$ cat config.mk
export PLATFORM = sky130hd
export DESIGN_NAME = mux_tree_reduce_pipe_flat
export DESIGN_NICKNAME = d
export VERILOG_FILES = /design/src/rtl/mux_tree_reduce_pipe_if.sv /design/src/rtl/mux_tree_reduce_pipe.sv /design/src/flat_wrapper.sv
export SDC_FILE = /design/constraint.sdc
export NUM_CORES = 1
export LEC_CHECK = 0
export CORE_ASPECT_RATIO = 0.8
export CORE_MARGIN = 10
export CORE_UTILIZATION = 49
export DETAILED_ROUTE_END_ITERATION = 8
export GPL_ROUTABILITY_DRIVEN = 0
export MAX_ROUTING_LAYER = met4
export PLACE_DENSITY_LB_ADDON = 0.1
export SYNTH_ARGS = -nofsm -noshare
export SYNTH_HDL_FRONTEND = slang
export SYNTH_SLANG_ARGS = --single-unit
$ cat constraint.sdc
create_clock -name clk -period 1.5 [get_ports clk]
set_clock_uncertainty 0.2 [all_clocks]
set_input_delay 0.375 -clock clk [delete_from_list [all_inputs] [get_ports clk]]
set_output_delay 0.375 -clock clk [all_outputs]
set_load 0.05 [all_outputs]
$ cat src/rtl/mux_tree_reduce_pipe_if.sv
// mux_tree_reduce_pipe_if: multi-lane upstream and single-lane downstream valid/ready bundle
interface mux_tree_reduce_pipe_if #(parameter int N = 8, parameter int W = 8);
  localparam int L = $clog2(N);
  logic up_valid;
  logic up_ready;
  logic [N*W-1:0] up_data;
  logic [1:0] up_mode;
  logic [L-1:0] up_sel;
  logic down_valid;
  logic down_ready;
  logic [W-1:0] down_data;
  modport slave (input up_valid, up_data, up_mode, up_sel, down_ready, output up_ready, down_valid, down_data);
  modport master (output up_valid, up_data, up_mode, up_sel, down_ready, input up_ready, down_valid, down_data);
endinterface

$ cat src/rtl/mux_tree_reduce_pipe.sv
// mux_tree_reduce_pipe: pipelined N:1 MUX/OR/AND reduction tree, one register level per tree level;
// define MUX_TREE_XOR_EN to make mode 11 an XOR reduction (otherwise mode 11 yields zero)
module mux_tree_reduce_pipe #(parameter int N = 8, parameter int W = 8) (
  input logic clk,
  input logic rst,
  mux_tree_reduce_pipe_if.slave bus
);
  localparam int L = $clog2(N);
  logic [L-1:0] v, r;
  // every result bit is built from 2:1 muxes and the constants 0/1 only
  function automatic logic [W-1:0] red(input logic [W-1:0] a, input logic [W-1:0] b,
                                       input logic [1:0] m, input logic s);
    logic [W-1:0] o;
    logic x;
    o = '0;
    for (int i = 0; i < W; i++) begin
`ifdef MUX_TREE_XOR_EN
      x = a[i] ? (b[i] ? 1'b0 : 1'b1) : b[i];
`else
      x = 1'b0;
`endif
      o[i] = m == 2'b00 ? (s ? b[i] : a[i]) : m == 2'b01 ? (a[i] ? 1'b1 : b[i]) :
             m == 2'b10 ? (a[i] ? b[i] : 1'b0) : x;
    end
    return o;
  endfunction
  // ready ripples back from the consumer so bubbles anywhere in the pipe can be filled
  always_comb begin
    logic acc;
    acc = bus.down_ready;
    r = '0;
    for (int s = L - 1; s >= 0; s--) begin
      acc = !v[s] | acc;
      r[s] = acc;
    end
  end
  for (genvar s = 0; s < L; s++) begin : stg
    localparam int K = N >> (s + 1);
    logic [2*K*W-1:0] din;
    logic [1:0] min;
    logic [L-s-1:0] sin;
    logic vin, vq;
    logic [K*W-1:0] q, nq;
    if (s == 0) begin : g_src
      assign din = bus.up_data;
      assign min = bus.up_mode;
      assign sin = bus.up_sel;
      assign vin = bus.up_valid;
    end else begin : g_src
      assign din = stg[s-1].q;
      assign min = stg[s-1].g_ctl.mq;
      assign sin = stg[s-1].g_ctl.sq;
      assign vin = v[s-1];
    end
    always_comb begin
      nq = '0;
      for (int j = 0; j < K; j++)
        nq[j*W +: W] = red(din[2*j*W +: W], din[(2*j+1)*W +: W], min, sin[0]);
    end
    always_ff @(posedge clk) begin
      if (rst) begin
        vq <= 1'b0;
        q <= '0;
      end else begin
        if (r[s]) vq <= vin;
        if (r[s] && vin) q <= nq;
      end
    end
    assign v[s] = vq;
    // mode and the unconsumed sel bits only travel on while a later level needs them
    if (s < L - 1) begin : g_ctl
      logic [1:0] mq;
      logic [L-s-2:0] sq;
      always_ff @(posedge clk) begin
        if (rst) begin
          mq <= '0;
          sq <= '0;
        end else if (r[s] && vin) begin
          mq <= min;
          sq <= sin[L-s-1:1];
        end
      end
    end
  end
  assign bus.up_ready = r[0];
  assign bus.down_valid = v[L-1];
  assign bus.down_data = stg[L-1].q;
endmodule

$ cat src/flat_wrapper.sv
// flat-port wrapper written by rule: the top's interface ports become plain ports
module mux_tree_reduce_pipe_flat 
#(parameter int N = 8, parameter int W = 8)
  (clk, rst, bus_up_valid, bus_up_data, bus_up_mode, bus_up_sel, bus_down_ready, bus_up_ready, bus_down_valid, bus_down_data);
  mux_tree_reduce_pipe_if #(.N(N), .W(W)) bus_i ();
  input logic clk;
  input logic rst;
  input wire logic [$bits(bus_i.up_valid)-1:0] bus_up_valid;
  input wire logic [$bits(bus_i.up_data)-1:0] bus_up_data;
  input wire logic [$bits(bus_i.up_mode)-1:0] bus_up_mode;
  input wire logic [$bits(bus_i.up_sel)-1:0] bus_up_sel;
  input wire logic [$bits(bus_i.down_ready)-1:0] bus_down_ready;
  output wire logic [$bits(bus_i.up_ready)-1:0] bus_up_ready;
  output wire logic [$bits(bus_i.down_valid)-1:0] bus_down_valid;
  output wire logic [$bits(bus_i.down_data)-1:0] bus_down_data;
  assign bus_i.up_valid = bus_up_valid;
  assign bus_i.up_data = bus_up_data;
  assign bus_i.up_mode = bus_up_mode;
  assign bus_i.up_sel = bus_up_sel;
  assign bus_i.down_ready = bus_down_ready;
  assign bus_up_ready = bus_i.up_ready;
  assign bus_down_valid = bus_i.down_valid;
  assign bus_down_data = bus_i.down_data;
  mux_tree_reduce_pipe #(.N(N), .W(W)) u_core (.clk(clk), .rst(rst), .bus(bus_i));
endmodule
---- Word-level counts from Yosys, hierarchy flattened ----
Cells that the tools add are included.
operators by class
  eq/ne operators ......................... 6
  muxes and demuxes ....................... 336
  bitwise logic cells ..................... 3
  reduce and logical (&&, ||, !) cells .... 9
operators by type and width
  cell                  count
  $mux W1               336
  $eq A2 B1 Y1 const B  3
  $eq A2 B2 Y1 const B  3
  $logic_not A2 Y1      3
  $logic_and A1 B1 Y1   3
  $logic_not A1 Y1      3
  $or A1 B1 Y1          3
storage, ports and cells
  register bits after elaboration ......... 66
  input bits .............................. 73
  output and inout bits ................... 10
  logic and storage cells ................. 364

---- Logic depth before layout (Yosys ltp) ----
  depth after elaboration ................. 5
  gate-level depth with buffers ........... 6
  gate-level depth less buffers ........... 4

---- Least setup slack after synthesis ----
Ideal clock, no wire load.
  path type ............................... reg-to-reg
  from .................................... register u_core.stg[2].vq, in the netlist u_core.bus.down_valid
  to ...................................... register u_core.stg[0].q[11]
  setup time .............................. 0.147 ns
  data arrival time ....................... 1.539 ns
  required time ........................... 1.153 ns
  slack ................................... -0.386 ns
  cell stages (with the launch flop) ...... 7
  buffers on the path ..................... 2
  period minus slack after synthesis ...... 1.886 ns
  cell sequence ........................... dfxtp_1 and4b_4 inv_4 buf_12 buf_12 a21oi_2 a311oi_2
between the ends
  cells in the longest elaborated chain, start to end .. 5
RTL lines
  what                       RTL line                    source
  from (decl)                mux_tree_reduce_pipe.sv:42  logic vin, vq;
  from (signal assigned)     mux_tree_reduce_pipe.sv:65  if (r[s]) vq <= vin;
  $logic_not A1 Y1           mux_tree_reduce_pipe.sv:33  acc = !v[s] | acc;
  $or A1 B1 Y1 (3 in a row)  mux_tree_reduce_pipe.sv:33
  $logic_and A1 B1 Y1        mux_tree_reduce_pipe.sv:66  if (r[s] && vin) q <= nq;
  to (signal assigned)       mux_tree_reduce_pipe.sv:66
  to (decl)                  mux_tree_reduce_pipe.sv:43  logic [K*W-1:0] q, nq;
Every way passes these cells.
A chain may end at the register's enable or synchronous reset.

---- Worst setup path after layout ----
  from .................................... register u_core.stg[0].vq
  to ...................................... output bus_up_ready
between the ends
  cells in the longest elaborated chain, start to end .. 2
RTL lines
  what                    RTL line                    source
  from (decl)             mux_tree_reduce_pipe.sv:42
  from (signal assigned)  mux_tree_reduce_pipe.sv:65
  $logic_not A1 Y1        mux_tree_reduce_pipe.sv:33
  $or A1 B1 Y1            mux_tree_reduce_pipe.sv:33
  to (decl)               flat_wrapper.sv:13          output wire logic [$bits(bus_i.up_ready)-1:0] bus_up_ready;
Every way passes these cells.

==> results.py <==
metrics = {
    "status": {
        "violations": "setup timing",
        "status": "finished with violations",
    },
    "synth": {
        "synth_cells": 521,
        "synth_top_flop_cell": "dfxtp_1",
        "synth-edff-count": 0,
        "yosysTopAreaCellShare_pct": 28.0,
        "ys_seq_area_share_pct": 28.0,
        "synth.area.mux_share_pct": 9.89,
        "syn_avg_cell_area_um2": 9.06,
        "synth_top_family_by_area": "compound AO/OA/AOI/OAI gates",
        "synth_area_um2": 4720,
        "synth-simple-area-share_pct": 12.9,
        "synth.top_cells.by_area": "dfxtp_1, a311oi_2, mux2i_1",
        "synth_seq_cells": 66,
        "synth_warnings": 0,
        "synthXorXnorAreaFrac_pct": 0,
        "syn_nets": 594,
        "yosysTopAreaCell": "dfxtp_1",
        "synth_cell_type_count": 33,
        "synth-compound-area-share_pct": 40.7,
        "ys_async_sr_fraction_pct": 0,
        "synthAdderAreaFrac_pct": 0,
    },
    "sta": {
        "worstMarginPinSlew_ns": 0.281,
        "fmax_mhz": 588,
        "slew_headroom_pct": 81.2,
        "finalWorstSetupSlack_ns": -0.199,
        "hold_ws_ns": 0.117,
        "rsz0062_at_grt": "yes",
        "min_period_ns": 1.70,
        "hold_viol_final": 0,
        "setup_violations": 49,
        "slew_viol_final": 0,
        "finalCritPeriodShare_pct": 113,
    },
    "clock_tree": {
        "tritoncts": "built",
        "clock_sink_count": 66,
        "path_clk_slew_ns": 0.05,
        "max-clock-path-buffers": 2,
        "cts_root_buf": "clkbuf_16",
        "cts_buffers": 9,
        "clk-insertion-delay-late_ns": 0.33,
        "h-tree-depth": 3,
    },
    "layout": {
        "syn2layout_area_growth_pct": 41.3,
        "final_core_util_pct": 72.2,
        "layout.nets": 683,
        "drive_gt1_share_pct": 30.9,
        "antenna_cells": 0,
        "finalInstanceArea_um2": 6670,
        "regArea_um2": 1340,
        "fillers": 664,
        "multiInputGateArea_um2": 3190,
    },
    "power_and_ir_drop": {
        "combPwrFrac_pct": 23.7,
        "netSwitchingPower_w": 0.00147,
        "p_per_area_nw_per_um2": 801,
        "p_int_w": 0.00387,
        "ir_drop_mv": 0.613,
        "swShare_pct": 27.5,
        "power_frac_seq_pct": 38.0,
        "p_leak_nw": 2.44,
        "pwr-share-clk_pct": 38.3,
    },
    "worst_setup_path": {
        "endpoint_kind": "primary output",
        "cp.required_ns": 0.92,
        "path_max_fanout": 2,
        "path_class": "flop to primary output",
        "crit_path_start_kind": "flop",
        "arrival_ns": 1.12,
    },
    "place": {
        "port_buffers": 82,
        "post_dp_cell_area_um2": 5900,
        "place_hpwl_um": 9460,
        "pre_cts_ws_ns": -0.582,
    },
    "drt": {
        "first_pass_iters": 6,
        "drt_wl_total_um": 14300,
        "drtAntennaViolNets": 0,
        "wl_per_cell_um": 19.7,
        "vias": 4597,
        "drc": 0,
        "vias_per_cell": 6.31,
        "dr.first_iter.drc_count": 480,
    },
    "hold_path": {
        "hp-class": "primary input to flop",
    },
    "grt": {
        "grt_pass1_wl_um": 22600,
        "grt_remaining_overflow": 0,
        "grt_max_degree": 34,
        "grt_pass1_vias": 4645,
        "antenna_found_initial": 0,
        "grt_usage_pct": 19.9,
    },
    "floorplanning": {
        "die_area_um2": 14000,
        "fp.dieW_um": 130,
        "rows": 31,
        "core-area_um2": 9230,
        "die_height_um": 108,
        "ioPinCount": 83,
        "start_util_pct": 51.1,
    },
    "flow_run": {
        "cap_violations": 0,
    },
}
-- per-stage QoR --
step                      TNS, ns  std cells  total power (W)
final                       -2.60        729          0.00534
after global routing        -4.73        729          0.00553
after CTS                   -4.80        721          0.00527
after detailed placement   -29.47        699          0.00320
after global placement     -27.84        699          0.00316
after floorplan             -1.06        521          0.00270
-- cell usage after synthesis, types with 2 or more instances --
| cell type | instances |
|---|---|
| a21oi_1 | 46 |
| buf_6 | 5 |
| nor2b_1 | 7 |
| o21ai_0 | 58 |
| a311oi_2 | 34 |
| and2b_1 | 6 |
| buf_2 | 21 |
| a211oi_1 | 8 |
| nand2_1 | 19 |
| a211o_1 | 11 |
| dfxtp_1 | 66 |
| o21a_1 | 11 |
| nor2_2 | 2 |
| mux2i_1 | 32 |
| buf_4 | 5 |
| and3b_1 | 9 |
| inv_1 | 14 |
| buf_12 | 3 |
| a311oi_1 | 22 |
| nand3_1 | 7 |
| a21oi_2 | 20 |
| nand3b_1 | 38 |
| clkbuf_1 | 20 |
| mux2_2 | 13 |
| o221ai_1 | 5 |
| a21o_1 | 32 |
-- state kept, by name, summed over array words and instances (netlist names) --
register               count
u_core.bus.down_data       8
u_core.stg.g_ctl.mq        4
u_core.stg.g_ctl.sq        3
u_core.stg.q              48
u_core.stg.vq              2
u_core.bus.down_valid      1
-- cell type report --
class                      count  area share [%]
clock buffer                  12            3.70
clock inverter                 3           0.601
inverter                      16            1.03
multi-input combinational    384            47.9
sequential                    66            20.0
tap                          115            2.16
timing repair buffer         133            24.5
-- critical path: stages (launching register included) --
cell and delay, ns:
dfxtp_2 0.33, and4b_4 0.29, inv_6 0.04, buf_12 0.14
-- path summary, 6_finish.rpt --
path,from,to,slack [ns],cells after the start
setup / recovery,u_core.stg[0].vq,bus_up_ready,-0.20,3
hold / removal,rst,u_core.stg[1].q[5],0.12,2
setup reg to reg,u_core.stg[0].vq,u_core.stg[0].q[12],-0.11,6
hold reg to reg,u_core.stg[0].g_ctl.sq[1],u_core.stg[1].g_ctl.sq,0.29,2
-- cell usage in the layout (no fill, tap or decap), types with 6 or more instances in the layout --
cell,Yosys,layout
a211o_1,11,11
a21o_1,32,32
a21oi_1,46,31
a21oi_2,20,30
a311oi_1,22,17
a311oi_2,34,39
and3b_1,9,8
buf_12,3,25
buf_4,5,19
buf_6,5,9
clkbuf_16,0,14
clkdlybuf4s50_1,0,67
dfxtp_1,66,58
dfxtp_2,0,6
inv_1,14,14
mux2_2,13,13
mux2i_1,32,32
nand2_1,19,19
nand3b_1,38,38
nor2b_1,7,6
o21a_1,11,11
o21ai_0,58,55
-- cells by family (layout without fill, tap and decap cells) --
logic type | Yosys count | in the layout
buffers and inverters | 71 | 164
and+or+nand+nor | 92 | 92
muxes | 45 | 45
DFF | 66 | 66
AOI/OAI and AO/OA | 247 | 247
-- timing repair --
item | CTS | global route
hold buffers | 0 | 0
buffers inserted | 5 | 5
cloned | 3 | 6
gates resized for setup | 21 | 50
setup endpoints to repair | 59 | 63
pin swaps | 2 | 26
-- power by group through the flow --
stage | Combinational (W) | Clock, W | Sequential, W
5_1_grt | 0.00137 | 0.00213 | 0.00204
2_1_floorplan | 0.000665 | 0 | 0.00203
3_3_place_gp | 0.00112 | 0 | 0.00204
3_5_place_dp | 0.00115 | 0 | 0.00204
6_report | 0.00126 | 0.00204 | 0.00203
4_1_cts | 0.00121 | 0.00205 | 0.00201
-- metal layers --
| layer | track usage, % | part of all wire (%) |
|---|---|---|
| met3 | 3.94 | 4.2 |
| met2 | 33.5 | 49 |
| met4 | 4.01 | 1.5 |
| met5 | - | 0 |
| met1 | 24.1 | 45 |
Note: power is estimated with default switching activity, not from simulation.
